<file path="src/rtl/mux.sv">
// 2:1 multiplexer of DW-bit inputs, with a registered output copy and select-change tracking.
// Build macro MUX_REG_OUT_EN: defined -> y_q is a flop of Y; undefined -> y_q is wired to Y.
module mux #(
    parameter int DW    = 1,
    parameter int CNT_W = 8
) (
    output logic [DW-1:0]    Y,
    input  logic [2*DW-1:0]  I,
    input  logic             S,
    input  logic             clk,
    input  logic             rst_n,
    output logic [DW-1:0]    y_q,
    output logic             sel_chg,
    output logic [CNT_W-1:0] sel_cnt
);

    localparam logic [CNT_W-1:0] CNT_MAX = {CNT_W{1'b1}};

    logic             s_q;
    logic             s_d;
    logic             sel_chg_q;
    logic             sel_chg_d;
    logic [CNT_W-1:0] sel_cnt_q;
    logic [CNT_W-1:0] sel_cnt_d;

    // Each output bit is an independent 2:1 select.
    for (genvar gi = 0; gi < DW; gi++) begin : g_bit
        assign Y[gi] = S ? I[DW + gi] : I[gi];
    end

    // An X/Z select makes the inequality unknown, so the if falls through to "no change".
    always_comb begin
        s_d       = S;
        sel_chg_d = 1'b0;
        sel_cnt_d = sel_cnt_q;
        if (S != s_q) begin
            sel_chg_d = 1'b1;
            if (sel_cnt_q != CNT_MAX) begin
                sel_cnt_d = sel_cnt_q + CNT_W'(1);
            end
        end
    end

    always_ff @(posedge clk or negedge rst_n) begin
        if (!rst_n) begin
            s_q       <= 1'b0;
            sel_chg_q <= 1'b0;
            sel_cnt_q <= '0;
        end else begin
            s_q       <= s_d;
            sel_chg_q <= sel_chg_d;
            sel_cnt_q <= sel_cnt_d;
        end
    end

    assign sel_chg = sel_chg_q;
    assign sel_cnt = sel_cnt_q;

`ifdef MUX_REG_OUT_EN
    logic [DW-1:0] y_d;

    assign y_d = Y;

    always_ff @(posedge clk or negedge rst_n) begin
        if (!rst_n) begin
            y_q <= '0;
        end else begin
            y_q <= y_d;
        end
    end
`else
    assign y_q = Y;
`endif

endmodule

</file>
<file path="config.mk">
export PLATFORM = sky130hd
export DESIGN_NAME = mux
export DESIGN_NICKNAME = d
export VERILOG_FILES = /design/src/rtl/mux.sv
export SDC_FILE = /design/constraint.sdc
export NUM_CORES = 1
export LEC_CHECK = 0
export CAP_MARGIN = 20
export CORE_AREA = 3 3 40 42
export DETAILED_ROUTE_END_ITERATION = 10
export DIE_AREA = 0 0 43 45
export PLACE_DENSITY = 0.63
export SETUP_SLACK_MARGIN = 0.5
export SLEW_MARGIN = 10
export SYNTH_ARGS = -nofsm -noshare
export SYNTH_HDL_FRONTEND = slang
export SYNTH_SLANG_ARGS = --single-unit
export TNS_END_PERCENT = 10
</file>
<file path="constraint.sdc">
create_clock -name clk -period 2.7 [get_ports clk]
set_input_delay 0.54 -clock clk [delete_from_list [all_inputs] [get_ports clk]]
set_output_delay 0.54 -clock clk [all_outputs]
set_load 0.01 [all_outputs]
</file>
==> run summary, run 1 <==
Worst setup SP type - primary input
fin crit share - 0.748
RSZ-0062 raised after global routing - false
Port-buffer cells - 15
hpwl dp - 657 um
crit-path cells - clkdlybuf4s50_1 -> mux2_2 -> dlygate4sd2_1
final std cells w/o fill - 70
ANT cells - 0
crit path max fanout - 2
Area Overhead vs Synth - 38.2%
Clk pin slew, worst setup/hold paths - 0.06 ns
Hold Path Class - flop to flop
status - completed
area leader, netlist - dfrtp_1
R2R setup slack - 1.26 ns
top area cells in the synthesized netlist - dfrtp_1 (53%), a31oi_1 (4.0%), xor2_1 (3.7%)
DRC viols - 0
vias in the first global route - 346
Final Max Tran Viols - 0
largest stage delay on the critical path - 0.39 ns
FMAX - 495 MHz
hold path start - sel_cnt[5]$_DFFE_PN0P_
num rows - 13
CTS max path bufs - 2
Setup Viol. Count Final - 0
largest net degree at the start of global routing - 11
worst path required time - 2.16 ns
Pwr per Cell Area - 907 nW/um^2
Distinct cells, synth - 22
1st-pass router iterations - 1
Die H - 45 um
Via density - 5.07
Yosys reg bits - 10
chip width - 43 um
Hold Vio Cnt, Final - 0
Mapped Area - 472 um^2
worst-case reg-to-reg path depth - 4
Storage cell area - 250 um^2
Slew HR - 0.694
Pleak - 0.281 nW
Worst-Skew Late Latency - 0.25 ns
crit path DAT - 1.48 ns
Final Wtd Congestion - 0.670
floorplan core area - 1280 um^2
Sink Count - 10
antenna violations before repair - 0
Net count, final - 63
Hold Path Depth - 1
most frequent cells in the layout - clkdlybuf4s50_1 (12), dfrtp_1 (10)
post-synthesis cell count - 38
post-synth top area share - 0.531
CP Launch Point - I[1]
yosys warns - 0
slowest CP cell - clkdlybuf4s50_1
commonest non-fill, non-tap cell in the layout - clkdlybuf4s50_1
Final WS setup - 0.679 ns
filler cell count - 135
Inserted Clock Buffers - 3
initial DRC count - 0
GRT Util Overall - 0.101
crit path time final - 2.02 ns
routed wire length - 828 um
DR WL/cell - 11.8 um
die area - 1940 um^2
crit end category - output pin
TritonCTS clock tree - yes
Root Buffer - clkbuf_4
Slew @ Worst Pin - 0.458 ns
pre-CTS WS - 0.229 ns
Worst IR Drop VDD - 0.327 mV
grt total ovfl - 0
first-pass GRT wire length - 1460 um
Layout Skew - 0.00339 ns
layout cells sized above 1 - 0.182
sequential area share after synthesis - 0.531
IO Pins - 16
setup total negative slack - 0 ns
Inst Count DP - 67
Routed Antenna Nets - 0
Mapped Nets - 44
vias - 355
mean post-synth cell area - 12.4 um^2
worst r2r src - sel_cnt[3]$_DFFE_PN0P_
MaxCap Viol Count - 0
area of the multi-input gates - 210 um^2
# H-tree levels - 1
Starting Density - 0.367
CP Class - primary input to output pin
critical path, delay by kind of cell:
family	cells	cell delay [ns]
buffers and inverters	2	0.68
multiplexers	1	0.26
final timing paths:
path | end
worst max register to register | sel_cnt[1]$_DFFE_PN0P_
max in group asynchronous | sel_cnt[0]$_DFFE_PN0P_
min in group asynchronous | sel_cnt[6]$_DFFE_PN0P_
worst max-delay path | y_q
worst min-delay path | sel_cnt[5]$_DFFE_PN0P_
worst min register to register | sel_cnt[5]$_DFFE_PN0P_
cell usage after synthesis:
cell type  number
nand2_1         3
xor2_2          1
nor3_2          1
inv_1           1
xnor2_1         1
a21oi_1         1
nand4_1         1
nor3_1          1
a41oi_1         1
xor2_1          2
and3_1          2
a31oi_1         3
dfrtp_1        10
nand3_2         1
and4_4          1
mux2_2          1
o21a_4          1
mux2_1          1
o21ai_0         2
o21ai_2         1
ha_1            1
buf_4           1
registers in the layout (all words and copies together), names as in the netlist:
signal	cells
sel_cnt	8
s_q	1
sel_chg	1
cell families after synthesis:
family,Yosys count,share of synthesized area
buf+inv,2,0.0239
flops,10,0.531
xor+xnor,4,0.0902
fa+ha+maj,1,0.0265
simple gates,10,0.141
mux,2,0.0477
compound gates,9,0.141
layer usage:
| layer | up-vias | routed length, um | track usage |
|---|---|---|---|
| met2 | 13 | 383 | 0.144 |
| met4 | 0 | 0 | 0.0542 |
| met3 | 0 | 70 | 0.0398 |
| met1 | 168 | 374 | 0.132 |
| li1 | 174 | - | - |
| met5 | - | 0 | 0 |
where the power goes:
part           total [W]  switching (W)  internal, W
sequential      0.000262      0.0000623     0.000200
combinational   0.000233      0.0000956     0.000137
clock          0.0000957      0.0000446    0.0000512
through the flow:
stage | utilization | total power (W) | hold WS [ns] | instance area (um^2)
2_1_floorplan | - | 0.000369 | 0.244 | 472
3_3_place_gp | 0.493 | 0.000499 | 0.507 | 633
3_5_place_dp | 0.493 | 0.000503 | 0.516 | 633
4_1_cts | 0.507 | 0.000599 | 0.523 | 652
5_1_grt | 0.507 | 0.000639 | 0.562 | 652
6_report | 0.507 | 0.000591 | 0.520 | 652
layout make-up:
class	instances	area share
repair buffers	15	0.225
well taps	15	0.0288
inverters	1	0.00576
clock buffers	3	0.0345
flip-flops and latches	10	0.384
multi-input cells	26	0.322
repair_timing:
action	4_1_cts	5_1_grt
buffers inserted	0	0
hold buffers	0	0
resized for setup	3	0
setup endpoints to repair	2	0
No activity file was read; power rests on OpenSTA's default activity.
==> run 2, diff against run 1 <==
Settings changed: PLACE_DENSITY 0.63 to 0.65.
Clock period 2.7 ns to 1.71 ns, I/O delays scaled along.
==> run 2 against run 1 <==
Cell area grew 32%. Critical path type unchanged. Critical endpoint is now Y. Sequential cell count is the same. Largest power group is now combinational cells. Count of clock-buffer cells in the layout grew 1. Worst setup slack lost 0.30 ns. Combinational power grew to 3.0 times the previous value. Sequential share of layout area shrank 8.9 points.
==> run summary, run 2 (synthesis results as in run 1) <==
1st-pass router iterations - 2 (+1)
Pleak - 0.413 nW (+47%)
Final WS setup - 0.383 ns (-0.297 ns)
largest net degree at the start of global routing - 11 (unchanged)
Die H - 45 um (unchanged)
ANT cells - 0 (unchanged)
hpwl dp - 723 um (+10%)
# H-tree levels - 1 (unchanged)
RSZ-0062 raised after global routing - true
antenna violations before repair - 0 (unchanged)
status - completed
Setup Viol. Count Final - 0 (unchanged)
worst path required time - 1.37 ns (-0.79 ns)
Routed Antenna Nets - 0 (unchanged)
fin crit share - 0.776
crit path time final - 1.33 ns
Layout Skew - 0.00748 ns (+0.00409 ns)
Hold Path Class - primary input to asynchronous set/reset pin
IO Pins - 16 (unchanged)
FMAX - 753 MHz
grt total ovfl - 0 (unchanged)
r2r endpoint - sel_cnt[1]$_DFFE_PN0P_
crit path DAT - 0.99 ns (-0.49 ns)
CP Class - primary input to output pin
Inserted Clock Buffers - 3 (unchanged)
first-pass GRT wire length - 1910 um (+31%)
vias in the first global route - 436 (+26%)
Worst IR Drop VDD - 0.741 mV (+130%)
worst-case reg-to-reg path depth - 5 (+1)
Via density - 4.83 (-4.7%)
layout cells sized above 1 - 0.514 (+0.332)
Clk pin slew, worst setup/hold paths - 0.07 ns (about the same)
Inst Count DP - 70 (+4.5%)
Area Overhead vs Synth - 82.0%
most frequent cells in the layout - buf_4 (14), dlygate4sd2_1 (10), dfrtp_1 (8)
DR WL/cell - 13.1 um (+11%)
crit end category - output pin
floorplan core area - 1280 um^2 (unchanged)
GRT Util Overall - 0.139 (+0.0384)
Final Wtd Congestion - 0.693 (+3.5%)
Worst setup SP type - primary input
crit path max fanout - 2 (unchanged)
final hold slack - 0.386 ns (-0.134 ns)
Hold Buf Count CTS - 0 (unchanged)
Final Max Tran Viols - 0 (unchanged)
die area - 1940 um^2 (unchanged)
Sink Count - 10 (unchanged)
worst r2r src - sel_cnt[4]$_DFFE_PN0P_
vias - 430 (+21%)
final std cells w/o fill - 89 (+27%)
MaxCap Viol Count - 0 (unchanged)
Hold Vio Cnt, Final - 0 (unchanged)
Starting Density - 0.367 (unchanged)
Root Buffer - clkbuf_4
TritonCTS clock tree - yes
commonest non-fill, non-tap cell in the layout - buf_4
Slew @ Worst Pin - 0.449 ns (-0.00880 ns)
DRC viols - 0 (unchanged)
Pwr per Cell Area - 1460 nW/um^2 (+61%)
CTS max path bufs - 2 (unchanged)
Worst-Skew Late Latency - 0.27 ns (+0.02 ns)
num rows - 13 (unchanged)
pre-CTS WS - -0.304 ns (-0.532 ns)
Slew HR - 0.699 (+0.00588)
max reg flops - 8 (unchanged)
chip width - 43 um (unchanged)
routed wire length - 1170 um (+41%)
Net count, final - 81 (+29%)
Port-buffer cells - 15 (unchanged)
R2R setup slack - 0.38 ns (-0.88 ns)
initial DRC count - 4 (+4)
-- run 2: worst max-delay path by stage --
| stage | from | cells past startpoint | to | slack [ns] |
|---|---|---|---|---|
| global placement | S | 3 | y_q | -0.27 |
| CTS | sel_cnt[4]$_DFFE_PN0P_ | 5 | sel_cnt[1]$_DFFE_PN0P_ | 0.38 |
| finish | I[0] | 3 | Y | 0.38 |
| detailed placement | S | 3 | Y | -0.30 |
| global route | sel_cnt[4]$_DFFE_PN0P_ | 5 | sel_cnt[1]$_DFFE_PN0P_ | 0.35 |
| floorplan | sel_cnt[4]$_DFFE_PN0P_ | 4 | sel_cnt[1]$_DFFE_PN0P_ | 0.36 |
-- run 2: what timing repair did --
item | CTS | global route
pin swaps | 3 | 4
resized for setup | 33 | 4
endpoints found under the setup margin | 19 | 19
buffers inserted | 12 | 3
-- run 2: critical path: stages --
cell	delay, ns
dlygate4sd2_1	0.23
mux2_4	0.29
buf_6	0.12
-- run 2: report_power, final --
part | switching [W] | internal (W) | leakage (nW)
logic | 0.000291 | 0.000415 | 0.281
registers | 0.0000571 | 0.000320 | 0.117
clock network | 0.0000804 | 0.0000901 | 0.0150
-- run 2: through the flow --
stage                     cell area, um^2  total power [W]  setup TNS (ns)  utilization
after floorplan                       483         0.000601               0            -
after global placement                667         0.000812          -0.733        0.519
after detailed placement              667         0.000822           -1.07        0.519
after CTS                             817          0.00118               0        0.636
after global routing                  858          0.00133               0        0.668
final                                 858          0.00125               0        0.668
-- run 2: cell type report --
type | count | area, um^2
timing repair buffer | 33 | 292
clock buffer | 4 | 26.3
fill | 110 | 427
multi-input combinational | 26 | 265
tap | 15 | 18.8
sequential | 10 | 253
inverter | 1 | 3.75
-- run 2: layer usage --
| layer | track usage | share of wire |
|---|---|---|
| met5 | 0 | 0 |
| met1 | 0.144 | 0.41 |
| met4 | 0.0723 | 0.013 |
| met3 | 0.0359 | 0.048 |
| met2 | 0.260 | 0.52 |
==> patch, RTL diff (settings of run 1) <==
Set the parameter `CNT_W` to 6 (it was 8).
--- a/src/rtl/mux.sv
+++ b/src/rtl/mux.sv
@@ -2,7 +2,7 @@
 // Build macro MUX_REG_OUT_EN: defined -> y_q is a flop of Y; undefined -> y_q is wired to Y.
 module mux #(
     parameter int DW    = 1,
-    parameter int CNT_W = 8
+    parameter int CNT_W = 6
 ) (
     output logic [DW-1:0]    Y,
     input  logic [2*DW-1:0]  I,
Ports: changed (resized sel_cnt); port bits go from 16 to 14. The function was not compared with the original's and may differ.
==> patch against run 1 <==
  * Power down 3.2%
  * Wire length down 14%
  * Via count down 18%
  * Synthesized area down 19%
  * Design area down 16%
  * Highest routed layer is now met4
  * Register-to-register slack worse by 160 ps
  * Sequential cell count down 2
  * Clock power down 5.0%
  * Setup slack worse by 11 ps
  * Global-route usage down 1.3 points
  * Critical endpoint unchanged
  * Largest cell class unchanged
==> patch: results (changes against run 1) <==
global_route:
  grt_max_degree: 9  # -2
  first_global_vias: 293  # -15%
  grtUsageTotal_pct: 8.83  # -1.3 points
  grt_pass1_wl_mm: 1.16  # -20%
  antenna_found_initial: 0  # unchanged
cells_and_area:
  final_nets: 52  # -17%
  post_layout_nonfiller_instances: 59  # -16%
  diodes: 0  # unchanged
  drive_gt1_share_pct: 25.0  # +6.8 points
  largest_reg_flops: 6  # -2
  nFillCells: 128  # -5.2%
synthesis:
  syn_area_per_cell_um2: 13.2  # +6.7%
  synth.area.top_cells: "dfrtp_1, mux2_4, xor2_2"
  syn-num-nets: 35  # -20%
  ys_seq_area_share_pct: 52.1  # -0.93 points
  synth_edf_count: 0  # unchanged
  synthTopCellsByCount: "dfrtp_1, nand3_1, mux2_4, o21a_1"
  ys_types: 18  # -18%
  ys.warnings.count: 0  # unchanged
place:
  hpwlAfterDp_um: 559  # -15%
  port_buffers: 13  # -2
  gp_congestion: 0.700  # +4.4%
  place_ws_ps: 218  # -10.7 ps
  dpl.cell_count: 56  # -16%
timing:
  min_period_over_period_pct: 75.2  # +0.40 points
  worstMarginPinSlew_ps: 349  # -109 ps
  skew_ps: 4.38  # +0.993 ps
route:
  m1WireLength_um: 292  # -22%
  drt-initial-drc-count: 1  # +1
  highest_layer: "met4"
  routed-wl-met2_um: 347  # -9.4%
  vias_per_cell: 4.95  # -2.4%
  drtPass1Iterations: 2  # +1
  wl_per_cell_um: 12.0  # +1.4%
  dr_wl_met3_um: 44  # -37%
worst_setup_path:
  crit_fanout: 2  # unchanged
  r2r_slack_ps: 1100  # -160 ps
  worstRegToRegCells: 5  # +1
  startpoint: "I[1]"
  r2r-start: "sel_cnt[0]"
  critical_path.endpoint: "y_q"
clock_tree:
  cts_buffer_depth: 2  # unchanged
  cts_setup_buffers: 0  # unchanged
  cts_made_buffers: 3  # unchanged
  htreeDepth: 1  # unchanged
pwr:
  p_leak_nw: 0.239  # -15%
  max-vdd-ir-drop_mv: 0.483  # +47%
run_status:
  status: "completed"
patch: cell types whose count changed after synthesis, sizes merged, moves of 2 or more:
cell,run 1,this run
nand3,1,4
o21ai,3,0
a31oi,3,1
and2,0,2
dfrtp,10,8
nand2,3,1
nor3,2,0
patch: final cells by class:
class                      instances  area share, %
tap                               15           3.42
multi-input combinational         20           32.2
sequential                         8           36.5
timing repair buffer              13           23.7
clock buffer                       3           4.11
patch: worst min path at each step:
stage | to | start | depth (start not counted) | slack [ps]
after detailed placement | sel_chg | s_q | 1 | 500
after global routing | sel_chg | s_q | 1 | 550
after CTS | sel_chg | s_q | 1 | 520
after floorplan | s_q | rst_n | 0 | 240
final | sel_chg | s_q | 1 | 520
after global placement | sel_cnt[0] | sel_cnt[0] | 1 | 500
patch: kinds of logic after synthesis:
family	Yosys count	synth area share [%]
adders and majority gates	1	3.26
and+or+nand+nor	10	17.6
muxes	3	10.7
xor gates and xnor gates	2	6.52
AOI/OAI and AO/OA	4	7.82
buffers and inverters	1	1.96
DFF	8	52.1
patch: metrics by stage:
stage	cell area, µm²	utilization, %
2_1_floorplan	384	-
3_3_place_gp	526	40.9
3_5_place_dp	526	40.9
4_1_cts	546	42.5
5_1_grt	548	42.6
6_report	548	42.6
patch: repair_timing:
| item | 4_1_cts | 5_1_grt |
|---|---|---|
| gates resized for setup | 2 | 1 |
| endpoints found under the setup margin | 2 | 1 |
| hold endpoints to repair | 0 | 0 |
patch: where the power goes:
part	internal [W]	switching, W	leakage [nW]
logic	0.000162	0.0000891	0.133
clock network	0.0000508	0.0000401	0.0138
registers	0.000169	0.0000618	0.0925
total	0.000381	0.000191	0.239
patch: critical path, stage by stage:
cell and delay [ps]:
clkdlybuf4s50_1 400, mux2_2 270, dlygate4sd2_1 290
patch: metal layers:
metal | vias to the layer above | global-route usage [%]
met1 | 141 | 7.94
li1 | 138 | -
met2 | 9 | 14.4
met5 | - | 0
met4 | 0 | 10.8
met3 | 4 | 2.79
